### src/rtl/emissor_senha.sv
// Digit-sequence transmitter for the keypad side of the combination lock.
// Holds an N-digit BCD code (programmable digit by digit) and replays it
// as (numero, insere) strobes, one digit every GAP+1 cycles, most
// significant nibble first.
module emissor_senha #(
  parameter int                     N_DIGITOS  = 6,
  parameter int                     GAP        = 4,
  parameter logic [4*N_DIGITOS-1:0] CODIGO_RST = 24'h590281
) (
  input  logic       clk,
  input  logic       reset,
  input  logic       prog,
  input  logic       grava,
  input  logic [3:0] digito_in,
  input  logic       inicia,
  output logic [3:0] numero,
  output logic       insere,
  output logic       ocupado,
  output logic       pronto,
  output logic       erro,
  output logic [2:0] indice
);

  localparam int       CW   = $clog2(GAP + 1);
  localparam logic [2:0] LAST = 3'(N_DIGITOS - 1);

  typedef enum logic [2:0] {
    OCIOSO,
    PROGRAMA,
    ENVIA,
    ESPERA,
    FIM
  } estado_t;

  estado_t         estado_q;
  logic [3:0]      code_q   [N_DIGITOS];
  logic [3:0]      shadow_q [N_DIGITOS];
  logic [CW-1:0]   gap_q;
  logic [3:0]      numero_q;
  logic            insere_q;
  logic            ocupado_q;
  logic            pronto_q;
  logic            erro_q;
  logic [2:0]      indice_q;

  // Controller: programming, playback and all registered outputs.
  // NOTE: synchronous reset lives inside the clocked block; the code array is
  // reset too because it must come up holding CODIGO_RST, while every state
  // register uses non-blocking assignments so all updates see pre-edge values.
  always_ff @(posedge clk) begin
    if (!reset) begin
      estado_q  <= OCIOSO;
      for (int j = 0; j < N_DIGITOS; j++) begin
        code_q[j]   <= CODIGO_RST[4*(N_DIGITOS-1-j) +: 4];
        shadow_q[j] <= 4'd0;
      end
      gap_q     <= '0;
      numero_q  <= 4'd0;
      insere_q  <= 1'b0;
      ocupado_q <= 1'b0;
      pronto_q  <= 1'b0;
      erro_q    <= 1'b0;
      indice_q  <= 3'd0;
    end else begin
      // Pulse outputs default low every cycle.
      insere_q <= 1'b0;
      pronto_q <= 1'b0;
      erro_q   <= 1'b0;

      case (estado_q)
        OCIOSO: begin
          if (prog) begin
            estado_q  <= PROGRAMA;
            ocupado_q <= 1'b1;
            indice_q  <= 3'd0;
            for (int j = 0; j < N_DIGITOS; j++) shadow_q[j] <= 4'd0;
          end else if (inicia) begin
            estado_q <= ENVIA;
            indice_q <= 3'd0;
          end
        end

        PROGRAMA: begin
          if (!prog) begin
            // Abandoned programming: shadow is dropped, code is untouched.
            estado_q  <= OCIOSO;
            ocupado_q <= 1'b0;
            indice_q  <= 3'd0;
          end else if (grava) begin
            if (digito_in > 4'd9) begin
              erro_q <= 1'b1;
            end else if (indice_q == LAST) begin
              // Final digit goes straight into the code alongside the shadow.
              code_q       <= shadow_q;
              code_q[LAST] <= digito_in;
              pronto_q     <= 1'b1;
              ocupado_q    <= 1'b0;
              indice_q     <= 3'd0;
              estado_q     <= OCIOSO;
            end else begin
              shadow_q[indice_q] <= digito_in;
              indice_q           <= indice_q + 3'd1;
            end
          end
        end

        ENVIA: begin
          numero_q  <= code_q[indice_q];
          insere_q  <= 1'b1;
          ocupado_q <= 1'b1;
          gap_q     <= CW'(GAP);
          estado_q  <= ESPERA;
        end

        ESPERA: begin
          if (gap_q == CW'(1)) begin
            if (indice_q == LAST) begin
              estado_q <= FIM;
            end else begin
              indice_q <= indice_q + 3'd1;
              estado_q <= ENVIA;
            end
          end else begin
            gap_q <= gap_q - CW'(1);
          end
        end

        FIM: begin
          pronto_q  <= 1'b1;
          ocupado_q <= 1'b0;
          indice_q  <= 3'd0;
          estado_q  <= OCIOSO;
        end

        default: estado_q <= OCIOSO;
      endcase
    end
  end

  assign numero  = numero_q;
  assign insere  = insere_q;
  assign ocupado = ocupado_q;
  assign pronto  = pronto_q;
  assign erro    = erro_q;
  assign indice  = indice_q;

endmodule

### config.mk
export PLATFORM = sky130hd
export DESIGN_NAME = emissor_senha
export DESIGN_NICKNAME = d
export VERILOG_FILES = /design/src/rtl/emissor_senha.sv
export SDC_FILE = /design/constraint.sdc
export NUM_CORES = 1
export LEC_CHECK = 0
export BUFFER_PORTS_ARGS = -buffer_cell sky130_fd_sc_hd__buf_2
export CAP_MARGIN = 20
export CORE_MARGIN = 1
export CORE_UTILIZATION = 40
export DETAILED_ROUTE_END_ITERATION = 16
export SLEW_MARGIN = 20
export SYNTH_ARGS = -nofsm -noshare
export SYNTH_HDL_FRONTEND = slang
export SYNTH_SLANG_ARGS = --single-unit
### constraint.sdc
create_clock -name clk -period 5.73 [get_ports clk]
set_clock_uncertainty 0.2 [all_clocks]
set_input_delay 0.573 -clock clk [delete_from_list [all_inputs] [get_ports clk]]
set_output_delay 0.573 -clock clk [all_outputs]
set_load 0.01 [all_outputs]
# --- Yosys cells after proc, flatten, opt, wreduce, memory -nomap -nowiden ---
# Index checks and enable logic that the tools add are counted.
classes:
  addsub: 2
  multipliers: 0
  div: 0
  n_lt_le_gt_ge: 3
  eq_ne: 18
  shift: 0
  mux: 45
  n_bitwise: 2
  n_reduce_logical: 13
ops:
  columns: ["operator", "n"]
  rows:
  - ["24-bit two-way mux", 5]
  - ["3-bit two-way mux", 17]
  - ["24-bit case mux with 2 select lines", 1]
  - ["24-bit bitwise mux", 1]
  - ["3-bit case mux with 4 select lines", 2]
  - ["2-bit != test (second input constant)", 8]
  - ["5-bit AND reduction", 3]
  - ["4-bit binary-select mux with 3-bit select", 1]
  - ["4-bit demux with 3-bit select", 1]
  - ["4-bit two-way mux", 3]
  - ["3-bit != test (second input constant)", 4]
  - ["6-bit AND reduction", 2]
  - ["1-bit two-way mux", 11]
  - ["4-bit nonzero test", 2]
  - ["3-bit by 1-bit equality test with 1-bit output (second input constant)", 2]
  - ["3-bit by 2-bit equality test with 1-bit output (second input constant)", 2]
  - ["3-bit equality test (second input constant)", 2]
  - ["3-bit case mux with 2 select lines", 1]
  - ["4-bit >= comparator (second input constant)", 1]
  - ["4-bit > comparator (second input constant)", 1]
  - ["4-bit by 1-bit < comparator with 1-bit output (second input constant)", 1]
  - ["3-bit NOT with 4-bit output", 1]
  - ["1-bit case mux with 4 select lines", 1]
  - ["4-bit AND reduction", 1]
  - ["8 further kinds", 9]
word_totals:
  ff_bits: 65
  latchBits: 0
  mem_bits_rw: 0
  romBits: 0
  in_bits: 9
  output_inout_bits: 11
  word_cells: 103
  n_memories: 0

# --- Depth between registers and ports, before layout ---
logic_depth:
  word_depth: 11
  ltp_mapped: 8
  depth_no_buf: 6

# --- Worst setup path after synthesis ---
# No wires, ideal clock.
synth_timing:
  path_kind: "register to register"
  start: "reg indice_q[1] (netlist: indice[1])"
  end: "reg code_q[0] (netlist bit)"
  setup_time_ns: 0.129
  t_arrival_ns: 1.739
  required_time_ns: 5.401
  setup_slack_ns: 3.661
  path_stages_with_launch: 9
  n_path_buf: 2
  period_less_slack_ns: 2.069
  cell_sequence: "dfxtp_1 -> inv_1 -> ha_1 -> and2_1 -> clkbuf_1 -> nand4_4 -> buf_6 -> mux2i_1 -> nand2_1"
synth_between:
  elab_chain_len: 2
synth_rtl:
  columns: ["element", "line_no", "rtl"]
  rows:
  - ["start: declaration", "44", "logic [2:0] indice_q;"]
  - ["start signal: assignment", "102", "indice_q <= indice_q + 3'd1;"]
  - ["start signal: assignment", "120", "indice_q <= indice_q + 3'd1;"]
  - ["3-bit equality test", "92", "end else if (indice_q == LAST) begin"]
  - ["5-bit AND reduction (no source line)", null, null]
  - ["end signal: indexed assignment", "54", "code_q[j] <= CODIGO_RST[4*(N_DIGITOS-1-j) +: 4];"]
  - ["end signal: assignment", "94", "code_q <= shadow_q;"]
  - ["end signal: indexed assignment", "95", "code_q[LAST] <= digito_in;"]
  - ["end: declaration", "36", "logic [3:0] code_q [N_DIGITOS];"]
# No other way between the ends.
# A chain may end at the register's enable or synchronous reset.

# --- Worst setup path in the final report ---
layout_timing:
  start: "reg indice_q[0] (netlist: indice[0])"
  end: "reg code_q[1] (netlist bit)"
# Same word-level chain as after synthesis.

==> impl_metrics.toml <==
[sta]
min_period_ns = 2.781
slew_violations = 0
maxSlewHeadroom = 0.4192
rsz0062_at_grt = "false"
setup_ws_ns = 2.949
tightest_slew_ns = 0.8700
tns_ns = 0
finalHoldViolCount = 0
holdWs_ns = 0.2548
period_share = 0.4854
clock.fmax_mhz = 359.5
setup_viol = 0

[placed_design]
dp_hpwl_um = 4062
dp_slack_ns = 2.966
gp_routability_congestion = 0.7796
dpl_cell_area_mm2 = 0.002818
portBuffers = 19

[finish]
area_delta_synth_final_pct = 11.61
fin_area_mm2 = 0.003044
multi_input_area_mm2 = 0.001379
regArea_mm2 = 0.001221
fill_cells = 626
layout-drive-gt1-share = 0.1690
diodes = 0
final_nets = 298

[floorplanning]
start_util = 0.4223
die_w_um = 84.58
rows = 29
die_area_mm2 = 0.007153
core_mm2 = 0.006459
die_h_um = 84.58
io-pin-count = 20

[power]
powerDensity_mw_per_mm2 = 310.8
p_sw_mw = 0.2207
p_total_mw = 0.9461
total_leakage_power_nw = 1.281
pwr-share-seq = 0.470
switching_share = 0.2333
peakVddDrop_v = 0.0001832
clkPwrFrac = 0.457
internal-power_mw = 0.7253
p_comb_frac = 0.073

[clocking]
numCtsBuffers = 9
cts_root_buf = "clkbuf_8"
cts_sinks = 61
clockBufferDepth = 2
clk-insertion-delay-late_ns = 0.33
post_cts_buffers = 0
cts_tree = "done"
clkTransAtPathRegs_ns = 0.07
ctsResizeCount = 0
cts_hold_buf = 0
cts_max_level = 3

[detailed_routing]
first_iter_violations = 157
drc = 0
vias_per_cell = 5.542
routed_wl_um = 5967
via_count = 2034
wire_per_inst_um = 16.26
firstDrtPassIters = 10
drtAntennaViolNets = 0

[synthesis]
synth.distinct_cells = 50
synth_flop_cell = "dfxtp_1"
async_flop_share = 0
syn_avg_cell_area_um2 = 9.955
syn_area_mm2 = 0.002728
netlist_instances = 274
synth_warnings = 0
synth_top_area_cell = "dfxtp_1"
synth_nets = 287
yosysMostFrequentCell = "dfxtp_1"
synth.top_cells.by_count = "61 x dfxtp_1, 29 x mux2i_1, 23 x nor2_1, 20 x a22o_1, 18 x nand2_1"
ys_seq_elements = 61
synth-edff-count = 0
yosysTopAreaCellShare = 0.4477
synth.area.top_cells = "dfxtp_1 45%, mux2i_1 11%, a22o_1 6.4%"
ys_seq_area_frac = 0.4477

[worst_setup_path]
path_cells = "ha_1 > and2_1 > nand4_4 > a22oi_1 > nor2_1"
crit_path_end_kind = "flop"
worstRegToRegCells = 5
critical_path_arrival_ns = 2.79
r2r_slack_ns = 2.95
crit_family = "simple AND/OR/NAND/NOR gates"
crit_start = "indice[0]$_SDFFE_PN0P_"
crit_buf_inv = 0
crit_fanout = 25
required_ns = 5.73
r2r-end = "code_q[1]$_SDFFE_PN0P_"
worst_r2r_startpoint = "indice[0]$_SDFFE_PN0P_"
cpMaxStageDelayCell = "dfxtp_1"
crit_type = "flop to flop"
start_kind = "flop"
cpPeakStageDelay_ns = 0.89

[hold_path]
hp-start = "numero[0]$_SDFFE_PN0P_"
whs_endpoint = "numero[0]$_SDFFE_PN0P_"
worstHoldPathCells = 2
holdCritPathClass = "flop to flop"

[global_route]
overflow = 0
grt_max_degree = 29
grt_pass1_wl_um = 10040
grt_pass1_vias = 1944
grt.total_usage = 0.1807
antenna_found_initial = 0

[status]
status = "finished clean"

[flow_run]
cap_violations = 0
cells in the final DEF (no fill, tap or decap), types with 4 or more instances in the layout:
cell	count
nand2b_1	7
inv_1	6
a21oi_1	8
buf_2	19
o21ai_0	11
dfxtp_1	61
ha_1	4
a22o_1	20
clkbuf_8	11
nor3_1	4
a22oi_1	5
mux2i_1	29
nand2_1	18
nand3_1	9
nor2_1	23
worst reg2reg max path, delay by kind of cell, from the launching register on:
family                   cells  cell delay, ns
AO/OA/AOI/OAI                1            0.37
adder cells (fa/ha/maj)      1            0.30
flip-flops                   1            0.89
AND/OR/NAND/NOR              3            0.90
stage by stage:
stage                 util  std cells
global placement    0.4363        351
detailed placement  0.4363        351
global route        0.4713        367
CTS                 0.4713        367
floorplan                -        274
finish              0.4713        367
how the worst max path moves through the flow:
stage,to,slack [ns],cells past startpoint
2_1_floorplan,code_q[0]$_SDFFE_PN1P_,3.66,8
3_3_place_gp,code_q[1]$_SDFFE_PN0P_,3.04,5
3_5_place_dp,code_q[2]$_SDFFE_PN0P_,2.97,5
4_1_cts,code_q[1]$_SDFFE_PN0P_,2.96,5
5_1_grt,code_q[11]$_SDFFE_PN0P_,2.73,5
6_report,code_q[1]$_SDFFE_PN0P_,2.95,5
layout make-up:
class | count | area share
clock buffer | 13 | 0.05220
clock inverter | 3 | 0.02219
inverter | 7 | 0.008631
timing repair buffer | 19 | 0.03124
sequential | 61 | 0.4012
tap | 77 | 0.03165
multi-input combinational | 187 | 0.4529
cell families (layout without fill, tap and decap cells):
| family | Yosys count | count (layout) | share of synthesized area |
|---|---|---|---|
| fa+ha+maj | 4 | 4 | 0.01835 |
| xor+xnor | 1 | 1 | 0.003212 |
| buf+inv | 26 | 42 | 0.04679 |
| compound gates | 62 | 62 | 0.1697 |
| simple gates | 87 | 87 | 0.1830 |
| flops | 61 | 61 | 0.4477 |
| mux | 33 | 33 | 0.1312 |
state kept, by name, indices dropped and copies added, names as in the netlist:
name      count
gap_q         3
insere        1
estado_q      3
erro          1
numero        4
ocupado       1
indice        3
pronto        1
shadow_q     20
code_q       24
per-layer routing:
layer,vias up,wire length (µm),track usage,share of wire
met5,-,0,0,0
met4,0,61,0.04931,0.010
met3,8,282,0.06096,0.047
met2,41,2717,0.2720,0.46
met1,964,2905,0.2473,0.49
li1,1021,-,-,-
power groups by stage:
stage	clock network, mW	logic (mW)	registers (mW)
finish	0.432	0.0695	0.444
global route	0.459	0.0775	0.446
CTS	0.443	0.0698	0.444
detailed placement	0	0.0696	0.454
global placement	0	0.0693	0.453
floorplan	0	0.0556	0.447
Note: power is estimated with default switching activity, not from simulation.
